## config.mk

```make
export PLATFORM = sky130hd
export DESIGN_NAME = count_memory
export DESIGN_NICKNAME = d
export VERILOG_FILES = /design/src/rtl/count_mem_pkg.sv /design/src/rtl/count_mem_ram.sv /design/src/rtl/count_memory.sv
export SDC_FILE = /design/constraint.sdc
export NUM_CORES = 1
export LEC_CHECK = 0
export CAP_MARGIN = 20
export CORE_MARGIN = 8
export CORE_UTILIZATION = 54
export CTS_CLUSTER_SIZE = 20
export DETAILED_ROUTE_END_ITERATION = 7
export PLACE_DENSITY_LB_ADDON = 0.3
export SYNTH_ARGS = -nofsm -noshare
export SYNTH_HDL_FRONTEND = slang
export SYNTH_HIERARCHICAL = 1
export SYNTH_SLANG_ARGS = --single-unit
```

## constraint.sdc

```tcl
create_clock -name clk -period 3.1 [get_ports clk]
set_clock_uncertainty 0.05 [all_clocks]
set_input_delay 0.62 -clock clk [delete_from_list [all_inputs] [get_ports clk]]
set_output_delay 0.62 -clock clk [all_outputs]
set_load 0.005 [all_outputs]
```

## src/rtl/count_mem_pkg.sv

```systemverilog
// ---------------------------------------------------------------------------
// count_mem_pkg
// Shared types and constants for the count sample store.
//   mode_t  : ordering of the store (last-in first-out / first-in first-out)
//   COUNT_W : native width of a captured counter value
// ---------------------------------------------------------------------------
package count_mem_pkg;

   typedef enum logic {
      MODE_LIFO = 1'b0,
      MODE_FIFO = 1'b1
   } mode_t;

   localparam int COUNT_W = 12;

endpackage : count_mem_pkg

```

## src/rtl/count_mem_ram.sv

```systemverilog
// ---------------------------------------------------------------------------
// count_mem_ram
// Storage array for the count sample store. Combinational read, synchronous
// write, no reset (contents are don't-care until written).
// Ports:
//   clk    in   system clock
//   we     in   write enable
//   waddr  in   write address
//   wdata  in   write data
//   raddr  in   read address
//   rdata  out  read data (combinational from raddr)
// ---------------------------------------------------------------------------
module count_mem_ram #(
   parameter int WIDTH = 12,
   parameter int DEPTH = 16
) (
   input  logic                     clk,
   input  logic                     we,
   input  logic [$clog2(DEPTH)-1:0] waddr,
   input  logic [WIDTH-1:0]         wdata,
   input  logic [$clog2(DEPTH)-1:0] raddr,
   output logic [WIDTH-1:0]         rdata
);

   logic [WIDTH-1:0] mem [DEPTH];

   always_ff @(posedge clk) begin
      if (we) begin
         mem[waddr] <= wdata;
      end
   end

   assign rdata = mem[raddr];

endmodule : count_mem_ram

```

## src/rtl/count_memory.sv

```systemverilog
// ---------------------------------------------------------------------------
// count_memory
// Parametrised store for captured counter values, written by the counter
// datapath and read back by the readout logic. Ordering is LIFO (a read
// returns the most recent count) or FIFO, selected by MODE.
// Ports:
//   clk        in   system clock, rising edge
//   rst        in   asynchronous active-high reset
//   clear      in   synchronous clear (empties store, clears sticky flags)
//   write      in   store din this cycle
//   din        in   count value to store
//   read       in   retrieve one entry this cycle
//   dout       out  last retrieved entry, held between reads
//   dout_valid out  one-cycle pulse after a successful read
//   level      out  number of stored entries
//   empty      out  level == 0
//   full       out  level == DEPTH
//   overflow   out  sticky: a write was dropped
//   underflow  out  sticky: a read was refused
// ---------------------------------------------------------------------------
module count_memory
   import count_mem_pkg::*;
#(
   parameter int    WIDTH = COUNT_W,
   parameter int    DEPTH = 16,
   parameter mode_t MODE  = MODE_LIFO
) (
   input  logic                       clk,
   input  logic                       rst,
   input  logic                       clear,
   input  logic                       write,
   input  logic [WIDTH-1:0]           din,
   input  logic                       read,
   output logic [WIDTH-1:0]           dout,
   output logic                       dout_valid,
   output logic [$clog2(DEPTH+1)-1:0] level,
   output logic                       empty,
   output logic                       full,
   output logic                       overflow,
   output logic                       underflow
);

   localparam int LW = $clog2(DEPTH+1);
   localparam int AW = $clog2(DEPTH);
   localparam logic [LW-1:0] LVL_MAX = LW'(DEPTH);
   localparam logic [AW-1:0] PTR_MAX = AW'(DEPTH-1);

   // Explicit wrap so non-power-of-two depths work.
   function automatic logic [AW-1:0] ptr_inc(input logic [AW-1:0] p);
      return (p == PTR_MAX) ? '0 : p + 1'b1;
   endfunction

   logic [LW-1:0]    level_q, level_d;
   logic [AW-1:0]    rd_ptr_q, rd_ptr_d;
   logic [AW-1:0]    wr_ptr_q, wr_ptr_d;
   logic [WIDTH-1:0] dout_q, dout_d;
   logic             dout_valid_q, dout_valid_d;
   logic             overflow_q, overflow_d;
   logic             underflow_q, underflow_d;

   logic             full_w, empty_w;
   logic             rd_ok, wr_ok;
   logic [LW-1:0]    top;
   logic             ram_we;
   logic [AW-1:0]    ram_waddr, ram_raddr;
   logic [WIDTH-1:0] ram_rdata;

   count_mem_ram #(
      .WIDTH (WIDTH),
      .DEPTH (DEPTH)
   ) u_ram (
      .clk   (clk),
      .we    (ram_we),
      .waddr (ram_waddr),
      .wdata (din),
      .raddr (ram_raddr),
      .rdata (ram_rdata)
   );

   // Acceptance and addressing
   always_comb begin
      full_w  = (level_q == LVL_MAX);
      empty_w = (level_q == '0);
      rd_ok   = read && !empty_w;
      // A full store still accepts a write when a read frees a slot.
      wr_ok   = write && (!full_w || rd_ok);
      top     = level_q - LW'(1);
      ram_we  = wr_ok && !clear;
      if (MODE == MODE_FIFO) begin
         ram_raddr = rd_ptr_q;
         ram_waddr = wr_ptr_q;
      end else begin
         ram_raddr = empty_w ? '0 : top[AW-1:0];
         // Simultaneous read+write replaces the top entry; the read still
         // sees the old value because the array read is combinational.
         ram_waddr = rd_ok ? top[AW-1:0] : level_q[AW-1:0];
      end
   end

   // Next-state
   always_comb begin
      level_d      = level_q;
      rd_ptr_d     = rd_ptr_q;
      wr_ptr_d     = wr_ptr_q;
      dout_d       = dout_q;
      dout_valid_d = 1'b0;
      overflow_d   = overflow_q;
      underflow_d  = underflow_q;
      if (clear) begin
         level_d     = '0;
         rd_ptr_d    = '0;
         wr_ptr_d    = '0;
         overflow_d  = 1'b0;
         underflow_d = 1'b0;
      end else begin
         level_d = level_q + LW'(wr_ok) - LW'(rd_ok);
         if (rd_ok) begin
            dout_d       = ram_rdata;
            dout_valid_d = 1'b1;
         end
         if (read && !rd_ok) begin
            underflow_d = 1'b1;
         end
         if (write && !wr_ok) begin
            overflow_d = 1'b1;
         end
         if (MODE == MODE_FIFO) begin
            if (rd_ok) rd_ptr_d = ptr_inc(rd_ptr_q);
            if (wr_ok) wr_ptr_d = ptr_inc(wr_ptr_q);
         end
      end
   end

   // State register
   always_ff @(posedge clk or posedge rst) begin
      if (rst) begin
         level_q      <= '0;
         rd_ptr_q     <= '0;
         wr_ptr_q     <= '0;
         dout_q       <= '0;
         dout_valid_q <= 1'b0;
         overflow_q   <= 1'b0;
         underflow_q  <= 1'b0;
      end else begin
         level_q      <= level_d;
         rd_ptr_q     <= rd_ptr_d;
         wr_ptr_q     <= wr_ptr_d;
         dout_q       <= dout_d;
         dout_valid_q <= dout_valid_d;
         overflow_q   <= overflow_d;
         underflow_q  <= underflow_d;
      end
   end

   assign dout       = dout_q;
   assign dout_valid = dout_valid_q;
   assign level      = level_q;
   assign empty      = (level_q == '0);
   assign full       = (level_q == LVL_MAX);
   assign overflow   = overflow_q;
   assign underflow  = underflow_q;

endmodule : count_memory

```

==> impl_metrics.json, run 1 <==
{
  "gp_congestion": 0.848,
  "fill_cells": 1073,
  "cts_setup_buffers": 0,
  "maxSlewViolCount": 0,
  "reg2reg_slack_ns": 0.18,
  "die_w_um": 142,
  "hold_class": "input port to asynchronous set/reset pin",
  "cts.sinks": 212,
  "h-tree-depth": 1,
  "core_area_um2": 15700,
  "timing.final.crit_share_pct": 94.9,
  "grt_first_pass_wirelength_um": 26900,
  "pin_count": 39,
  "drv_cap": 0,
  "syn_area_um2": 8510,
  "track_usage_pct": 18.0,
  "wl_met3_um": 1070,
  "drc": 0,
  "rows": 46,
  "tightest_slew_ns": 1.09,
  "rsz0062_at_grt": "no",
  "initialDrtViolationCount": 342,
  "nets": 524,
  "diodes": 0,
  "cts.repair.resized": 0,
  "post_drt_via_cell_ratio": 5.80,
  "wl_um": 17500,
  "yosysWarnings": 6,
  "cp-start-kind": "flip-flop",
  "hold_viol_final": 0,
  "dieArea_um2": 20000,
  "layout_commonest_cell": "edfxtp_1",
  "vias": 4226,
  "tritoncts": "yes",
  "drtPass1Iterations": 7,
  "antenna_found_initial": 0,
  "crit_path_end_kind": "output pin",
  "relSlewSlack_pct": 27.3,
  "reg2reg_depth": 10,
  "critPathRequiredTime_ns": 2.43,
  "placed_cells_incl_taps": 689,
  "wl_per_cell_um": 24.0,
  "vdd_drop_max_mv": 0.876,
  "fmax_mhz": 340,
  "cp.arrival_ns": 2.27,
  "cts-root-buf": "clkbuf_16",
  "gr-total-overflow": 0,
  "clk_latency_ns": 0.50,
  "ys_top_cells_by_area": "edfxtp_1 (68%), mux4_2 (8.7%), dfrtp_1 (5.9%)",
  "p_per_area_nw_per_um2": 1060,
  "reg2reg_to": "dout[0]$_DFFE_PP0P_",
  "synth.distinct_cells": 38,
  "fin_util_pct": 64.6,
  "path_max_fanout": 6,
  "drive_gt1_share_pct": 25.0,
  "synth_cells": 412,
  "synth_top_area_cell": "edfxtp_1",
  "grt_max_degree": 25,
  "met1_length_um": 7170,
  "avgSynthCellArea_um2": 20.7,
  "path_clk_slew_ns": 0.06,
  "area_growth_pct": 18.9,
  "layout_common_cells": "edfxtp_1 (192), clkdlybuf4s50_1 (38), buf_4 (35)",
  "cts_hold_buf": 0,
  "highest_layer": "met4",
  "fin_cells": 729,
  "fin_crit_ns": 2.94,
  "dpl.hpwl_um": 11500,
  "detail-route-antenna-nets": 0,
  "seq_area_frac_synth_pct": 73.6,
  "synth_top_area_share_pct": 67.8,
  "critical_path_class": "flip-flop to output pin",
  "start_util_pct": 54.4,
  "setup_tns_ns": 0,
  "leakage_nw": 3.52,
  "r2r-start": "level[2]$_DFF_PP0_",
  "grt_pass1_vias": 4464,
  "status": "finished clean",
  "cts_buffer_depth": 3,
  "wl_met2_um": 8840,
  "setup_viol": 0,
  "cts_buffers": 22,
  "syn-num-nets": 439,
  "fp.dieH_um": 142,
  "ys_ff_latch": 212,
  "portBuffers": 38
}
through the flow:
stage / worst slack (ns) / instance area [µm²] / power, W / hold slack [ns]
2_1_floorplan: 0.0427 / 8510 / 0.00677 / 0.436
3_3_place_gp: 0.0629 / 9410 / 0.00815 / 0.442
3_5_place_dp: -0.0756 / 9410 / 0.00823 / 0.451
4_1_cts: 0.0775 / 10100 / 0.0108 / 0.403
5_1_grt: 0.00254 / 10100 / 0.0112 / 0.432
6_report: 0.158 / 10100 / 0.0107 / 0.411
worst max-delay path, stage by stage, from the launching register on:
cell and delay (ns):
dfrtp_1 0.43, inv_1 0.19, ha_1 0.26, nand3b_4 0.13
clkinv_1 0.11, buf_4 0.16, clkdlybuf4s50_1 0.51
where the power goes:
group	internal (W)	switching, W	leakage (nW)
combinational	0.00230	0.00233	1.20
clock	0.00147	0.00102	0.337
sequential	0.00344	0.000136	1.98
routing by layer:
layer,vias up,track usage (%)
li1,1864,-
met1,2186,22.9
met2,151,30.5
met3,25,3.80
met4,0,6.05
met5,-,0
area by class of cell:
type                    count  area [µm²]  share of cell area (%)
clock inverters            15         135                    1.34
flip-flops and latches    212        6270                    61.9
repair buffers             77         714                    7.06
clock buffers              25         562                    5.55
well taps                 216         270                    2.67
inverters                   8        30.0                   0.297
multi-input cells         176        2140                    21.1
cell usage after synthesis, drive strengths merged:
| cell type | count |
|---|---|
| ha | 9 |
| inv | 7 |
| o2bb2ai | 1 |
| buf | 10 |
| and4b | 1 |
| xnor2 | 7 |
| clkinv | 1 |
| nor3 | 5 |
| nor2b | 5 |
| edfxtp | 192 |
| nand2b | 3 |
| o21bai | 1 |
| or2 | 1 |
| o31ai | 1 |
| fa | 1 |
| nand3 | 3 |
| or3b | 1 |
| nand2 | 14 |
| a21oi | 4 |
| and2 | 1 |
| mux2 | 13 |
| nor2 | 23 |
| nand3b | 4 |
| mux2i | 1 |
| dfrtp | 20 |
| nor3b | 1 |
| xor2 | 1 |
| and3 | 1 |
| mux4 | 48 |
| a21boi | 1 |
| clkbuf | 6 |
| a22oi | 24 |
| or4 | 1 |
worst max path at each step:
stage	startpoint	endpoint	slack (ns)	depth (start not counted)
4_1_cts	level[2]$_DFF_PP0_	dout[7]$_DFFE_PP0P_	0.08	10
3_5_place_dp	read	u_ram/mem[0][4]$_DFFE_PP_	-0.08	7
3_3_place_gp	read	u_ram/mem[0][4]$_DFFE_PP_	0.06	7
2_1_floorplan	level[2]$_DFF_PP0_	u_ram/mem[0][0]$_DFFE_PP_	0.04	6
6_report	level[1]$_DFF_PP0_	empty	0.16	6
5_1_grt	level[1]$_DFF_PP0_	u_ram/mem[9][11]$_DFFE_PP_	0.003	8
cells by family (layout without fill, tap and decap cells):
logic type / Yosys count / after routing / share of synthesized area, %
multiplexers: 62 / 62 / 15.6
flip-flops: 212 / 212 / 73.6
AO/OA/AOI/OAI: 32 / 32 / 2.72
XOR/XNOR: 8 / 8 / 0.823
buffers and inverters: 24 / 125 / 1.71
adder cells (fa/ha/maj): 10 / 10 / 1.56
AND/OR/NAND/NOR: 64 / 64 / 3.96
state kept, by name (all words and copies together), names as in the netlist:
| register | cells |
|---|---|
| dout_valid | 1 |
| level | 5 |
| u_ram/mem | 192 |
| dout | 12 |
| overflow | 1 |
| underflow | 1 |
(Power assumes the default switching activity.)
==> run 2, diff against run 1 <==
--- a/config.mk
+++ b/config.mk
@@ -6,10 +6,12 @@
 export NUM_CORES = 1
 export LEC_CHECK = 0
 export CAP_MARGIN = 20
+export CORE_ASPECT_RATIO = 1.25
 export CORE_MARGIN = 8
 export CORE_UTILIZATION = 54
 export CTS_CLUSTER_SIZE = 20
 export DETAILED_ROUTE_END_ITERATION = 7
+export MAX_ROUTING_LAYER = met4
 export PLACE_DENSITY_LB_ADDON = 0.3
 export SYNTH_ARGS = -nofsm -noshare
 export SYNTH_HDL_FRONTEND = slang
==> run 2 against run 1 <==
Compared with the run above:
- cell count down 0.55%
- largest power group unchanged
- combinational power about the same
- routed wire length shrank 3.0%
- sequential power about the same
- critical path depth up 4
- power down 1.2%
- critical path type is now flip-flop to flip-flop
- non-clock buffer count grew 4
==> impl_metrics.json, run 2 (synthesis gave the netlist of run 1 again) <==
{
  "hold_class": "flip-flop to flip-flop",
  "hold_ws_ns": 0.451,
  "regMostFlops": "u_ram/mem",
  "wl_um": 16900,
  "status": "finished clean",
  "rsz0062_at_grt": "no",
  "cts_buffers": 21,
  "cts_hold_buf": 0,
  "grt_max_degree": 30,
  "critical-path-max-stage-delay_ns": 0.60,
  "detail-route-antenna-nets": 0,
  "path_cells": "inv_1, ha_1, nand3b_4, clkinv_1, nor2_4, buf_12, mux4_1, a22oi_1, nand2_1, mux2_4",
  "path_max_fanout": 27,
  "fin_crit_ns": 2.82,
  "dpl.hpwl_um": 11300,
  "cts_buffer_depth": 3,
  "crit_path_end_kind": "flip-flop",
  "vdd_drop_max_mv": 0.930,
  "vias": 4171,
  "timing.final.crit_share_pct": 91.1,
  "maxSlewViolCount": 0,
  "grt_pass1_vias": 4405,
  "gp_congestion": 0.811,
  "drv_cap": 0,
  "rows": 51,
  "grt_first_pass_wirelength_um": 26200,
  "antenna_found_initial": 0,
  "fmax_mhz": 354,
  "cts-root-buf": "clkbuf_16",
  "diodes": 0,
  "critical_path_class": "flip-flop to flip-flop",
  "pin_count": 39,
  "critPathBufInv": 3,
  "h-tree-depth": 1,
  "relSlewSlack_pct": 30.5,
  "drtPass1Iterations": 4,
  "wl_per_cell_um": 23.4,
  "multi_input_area_um2": 2140,
  "cts.repair.resized": 0,
  "core_area_um2": 15500,
  "drive_gt1_share_pct": 24.8,
  "largest_register_ffs": 192,
  "track_usage_pct": 18.2,
  "setup_viol": 0,
  "leakage_nw": 3.52,
  "cts_setup_buffers": 0,
  "fill_cells": 1012,
  "drc": 0,
  "area_growth_pct": 19.3,
  "clk_latency_ns": 0.49,
  "layout_commonest_cell": "edfxtp_1",
  "cp-start-kind": "flip-flop",
  "nets": 527,
  "tritoncts": "yes",
  "path_clk_slew_ns": 0.06,
  "fin_area_um2": 10100,
  "die_w_um": 128,
  "initialDrtViolationCount": 260,
  "portBuffers": 38,
  "cts.sinks": 212,
  "layout_common_cells": "edfxtp_1 (192), clkdlybuf4s50_1 (38), buf_4 (35)",
  "hold_viol_final": 0,
  "dieArea_um2": 20100,
  "total_power_w": 0.0106,
  "setup_tns_ns": 0,
  "fp.dieH_um": 156,
  "post_drt_via_cell_ratio": 5.75,
  "tightest_slew_ns": 1.04,
  "placed_cell_area_um2": 9490,
  "gr-total-overflow": 0,
  "cp.arrival_ns": 3.14,
  "p_per_area_nw_per_um2": 1040,
  "path_delay_family": "multiplexers",
  "crit_slowest_cell": "mux4_1",
  "start_util_pct": 54.9,
  "register_area_um2": 6270,
  "critPathRequiredTime_ns": 3.42
}
[run 2: changes by cell type in the layout (fill, tap and decap cells not counted)]
cell	previous run	this run
buf_12	3	8
clkinv_2	5	2
clkbuf_1	3	5
clkinv_1	6	4
buf_6	1	0
clkbuf_16	22	21
clkinv_4	0	1
clkinv_8	1	0
nor2b_1	3	4
nor2b_2	2	1
[run 2: area by class of cell]
class | instances | area share, %
flip-flops and latches | 212 | 61.7
clock inverters | 10 | 1.04
multi-input cells | 176 | 21.0
clock buffers | 26 | 5.36
inverters | 8 | 0.296
repair buffers | 81 | 7.91
well taps | 212 | 2.61
[run 2: per-stage QoR]
stage	setup slack (ns)	util, %	cells
floorplan	0.0427	-	412
global placement	0.0296	61.2	688
detailed placement	0.0590	61.2	688
CTS	0.146	65.4	724
global route	0.0569	65.5	725
finish	0.276	65.5	725
[run 2: final timing paths]
path	from	cells after the start	slack, ns	endpoint
max	level[2]$_DFF_PP0_	10	0.28	dout[11]$_DFFE_PP0P_
min	underflow$_DFFE_PP0P_	2	0.45	underflow$_DFFE_PP0P_
max reg2reg	level[2]$_DFF_PP0_	10	0.28	dout[11]$_DFFE_PP0P_
min reg2reg	underflow$_DFFE_PP0P_	2	0.45	underflow$_DFFE_PP0P_
max in group asynchronous	rst	2	1.82	dout[3]$_DFFE_PP0P_
min in group asynchronous	rst	2	0.60	level[0]$_DFF_PP0_
[run 2: power breakdown]
group	leakage, nW	switching (W)	total [W]	internal (W)
clock	0.310	0.000988	0.00240	0.00141
sequential	1.98	0.000118	0.00355	0.00344
combinational	1.23	0.00228	0.00462	0.00234
[run 2: routing by layer]
metal	global-route usage (%)	vias up	part of all wire (%)
met3	1.94	30	6.0
met5	-	-	0
li1	-	1859	-
met2	31.2	130	53
met1	22.1	2152	38
met4	6.07	0	2.5
[run 2: worst reg2reg max path, cell delays in order, from the launching register on]
cell	delay [ns]
dfrtp_1	0.34
inv_1	0.09
ha_1	0.27
nand3b_4	0.13
clkinv_1	0.17
nor2_4	0.19
buf_12	0.25
mux4_1	0.62
a22oi_1	0.23
nand2_1	0.11
mux2_4	0.27
==> run 3, diff against run 2 <==
--- a/config.mk
+++ b/config.mk
@@ -7,12 +7,11 @@
 export LEC_CHECK = 0
 export CAP_MARGIN = 20
 export CORE_ASPECT_RATIO = 1.25
-export CORE_MARGIN = 8
 export CORE_UTILIZATION = 54
 export CTS_CLUSTER_SIZE = 20
 export DETAILED_ROUTE_END_ITERATION = 7
 export MAX_ROUTING_LAYER = met4
-export PLACE_DENSITY_LB_ADDON = 0.3
+export PLACE_DENSITY = 0.76
 export SYNTH_ARGS = -nofsm -noshare
 export SYNTH_HDL_FRONTEND = slang
 export SYNTH_HIERARCHICAL = 1
==> run 3 against run 2 <==
Compared with the run above:
- worst setup slack worse by 0.16 ns
- flip-flop and latch count stayed put
- cell count is 0.97% lower
- critical path depth is 2 lower
- worst hold slack better by 0.013 ns
- largest cell class unchanged
- core utilization is 0.63 points higher
- clock power is 2% lower
- routed wire length hardly changed
- global-route usage is 4.9 points higher
==> impl_metrics.json, run 3 (synthesis gave the netlist of run 1 again) <==
{
  "leakage_nw": 3.49,
  "core_area_um2": 15200,
  "vias": 4219,
  "start_util_pct": 56.0,
  "reg2reg_to": "u_ram/mem[11][5]$_DFFE_PP_",
  "fin_util_pct": 66.1,
  "cts.sinks": 212,
  "cp-start-kind": "flip-flop",
  "wl_per_cell_um": 23.6,
  "tritoncts": "yes",
  "dpl.hpwl_um": 11000,
  "grt_pass1_vias": 4577,
  "portBuffers": 38,
  "status": "finished clean",
  "tightest_slew_ns": 0.931,
  "pre_cts_ws_ns": -0.00163,
  "drv_cap": 0,
  "antenna_found_initial": 0,
  "fin_crit_ns": 2.98,
  "pin_count": 39,
  "initialDrtViolationCount": 341,
  "setup_viol": 0,
  "crit_path_end_kind": "flip-flop",
  "min_from": "dout[2]$_DFFE_PP0P_",
  "p_per_area_nw_per_um2": 1050,
  "reg2reg_slack_ns": 0.12,
  "h-tree-depth": 1,
  "cp.arrival_ns": 3.14,
  "cts_setup_buffers": 0,
  "cts_buffers": 21,
  "rows": 50,
  "area_growth_pct": 18.1,
  "gr-total-overflow": 0,
  "vdd_drop_max_mv": 0.749,
  "layout_common_cells": "edfxtp_1 (192), clkdlybuf4s50_1 (38), buf_4 (36)",
  "timing.final.crit_share_pct": 96.2,
  "critPathRequiredTime_ns": 3.26,
  "r2r-start": "level[1]$_DFF_PP0_",
  "critical_path_class": "flip-flop to flip-flop",
  "nets": 523,
  "fin_ws_ns": 0.119,
  "holdPathStages": 1,
  "fp.dieH_um": 142,
  "cts-root-buf": "clkbuf_16",
  "whs_endpoint": "dout[2]$_DFFE_PP0P_",
  "reg2reg_depth": 8,
  "cts_hold_buf": 0,
  "path_clk_slew_ns": 0.06,
  "drive_gt1_share_pct": 24.9,
  "wl_um": 17000,
  "drc": 0,
  "diodes": 0,
  "setup_tns_ns": 0,
  "maxSlewViolCount": 0,
  "hold_ws_ns": 0.464,
  "gp_congestion": 0.869,
  "detail-route-antenna-nets": 0,
  "largest_register_ffs": 192,
  "clk_latency_ns": 0.50,
  "rsz0062_at_grt": "no",
  "regMostFlops": "u_ram/mem",
  "hold_viol_final": 0,
  "die_w_um": 114,
  "relSlewSlack_pct": 37.8,
  "cts.repair.resized": 0,
  "cts_buffer_depth": 3,
  "fill_cells": 998,
  "dieArea_um2": 16300,
  "post_drt_via_cell_ratio": 5.88,
  "drtPass1Iterations": 5,
  "layout_commonest_cell": "edfxtp_1",
  "path_max_fanout": 6,
  "grt_first_pass_wirelength_um": 26100,
  "grt_max_degree": 49,
  "hold_class": "flip-flop to flip-flop",
  "track_usage_pct": 23.0,
  "fmax_mhz": 335
}
==> run 3: worst max-delay path by stage <==
stage / start / cells past startpoint / slack (ns) / endpoint
after global placement: read / 7 / 0.12 / u_ram/mem[11][7]$_DFFE_PP_
after detailed placement: read / 7 / -0.002 / u_ram/mem[11][7]$_DFFE_PP_
after CTS: level[1]$_DFF_PP0_ / 6 / 0.12 / empty
after global routing: level[1]$_DFF_PP0_ / 13 / 0.002 / level[4]$_DFF_PP0_
final: level[1]$_DFF_PP0_ / 8 / 0.12 / u_ram/mem[11][5]$_DFFE_PP_
after floorplan: level[2]$_DFF_PP0_ / 6 / 0.04 / u_ram/mem[0][0]$_DFFE_PP_
==> run 3: metal layers <==
layer | share of wire (%) | track usage, % | vias up | routed length [µm]
met1 | 39 | 28.0 | 2187 | 6660
met5 | 0 | - | - | 0
met2 | 53 | 38.9 | 131 | 8950
met4 | 3.7 | 10.1 | 0 | 624
li1 | - | - | 1855 | -
met3 | 4.3 | 3.07 | 46 | 724
==> run 3: critical path, cell delays in order (launching register included) <==
cell and delay, ns:
dfrtp_1 0.43, inv_1 0.20, ha_1 0.26, nand3b_4 0.12
nand2_1 0.19, mux2i_1 0.54, nand2_1 0.23, nor2_1 0.42
buf_4 0.24
==> run 3: cell type report <==
class,instances,area [µm²],share of cell area (%)
sequential,212,6270,62.4
multi-input combinational,176,2140,21.3
timing repair buffer,77,711,7.07
clock buffer,23,533,5.31
tap,208,260,2.59
clock inverter,14,106,1.06
inverter,8,30.0,0.299
==> run 3: metrics by stage <==
stage	total power, W	instance area (µm²)	cells
after floorplan	0.00677	8510	412
after global placement	0.00810	9400	681
after detailed placement	0.00822	9400	681
after CTS	0.0106	10000	718
after global routing	0.0110	10000	718
final	0.0105	10000	718
==> run 3: report_power, final <==
part           leakage [nW]  switching, W  internal, W  total (W)
logic                  1.20       0.00233      0.00229    0.00462
registers              1.98      0.000131      0.00344    0.00357
clock network         0.312       0.00101      0.00133    0.00234
total                  3.49       0.00347      0.00705     0.0105
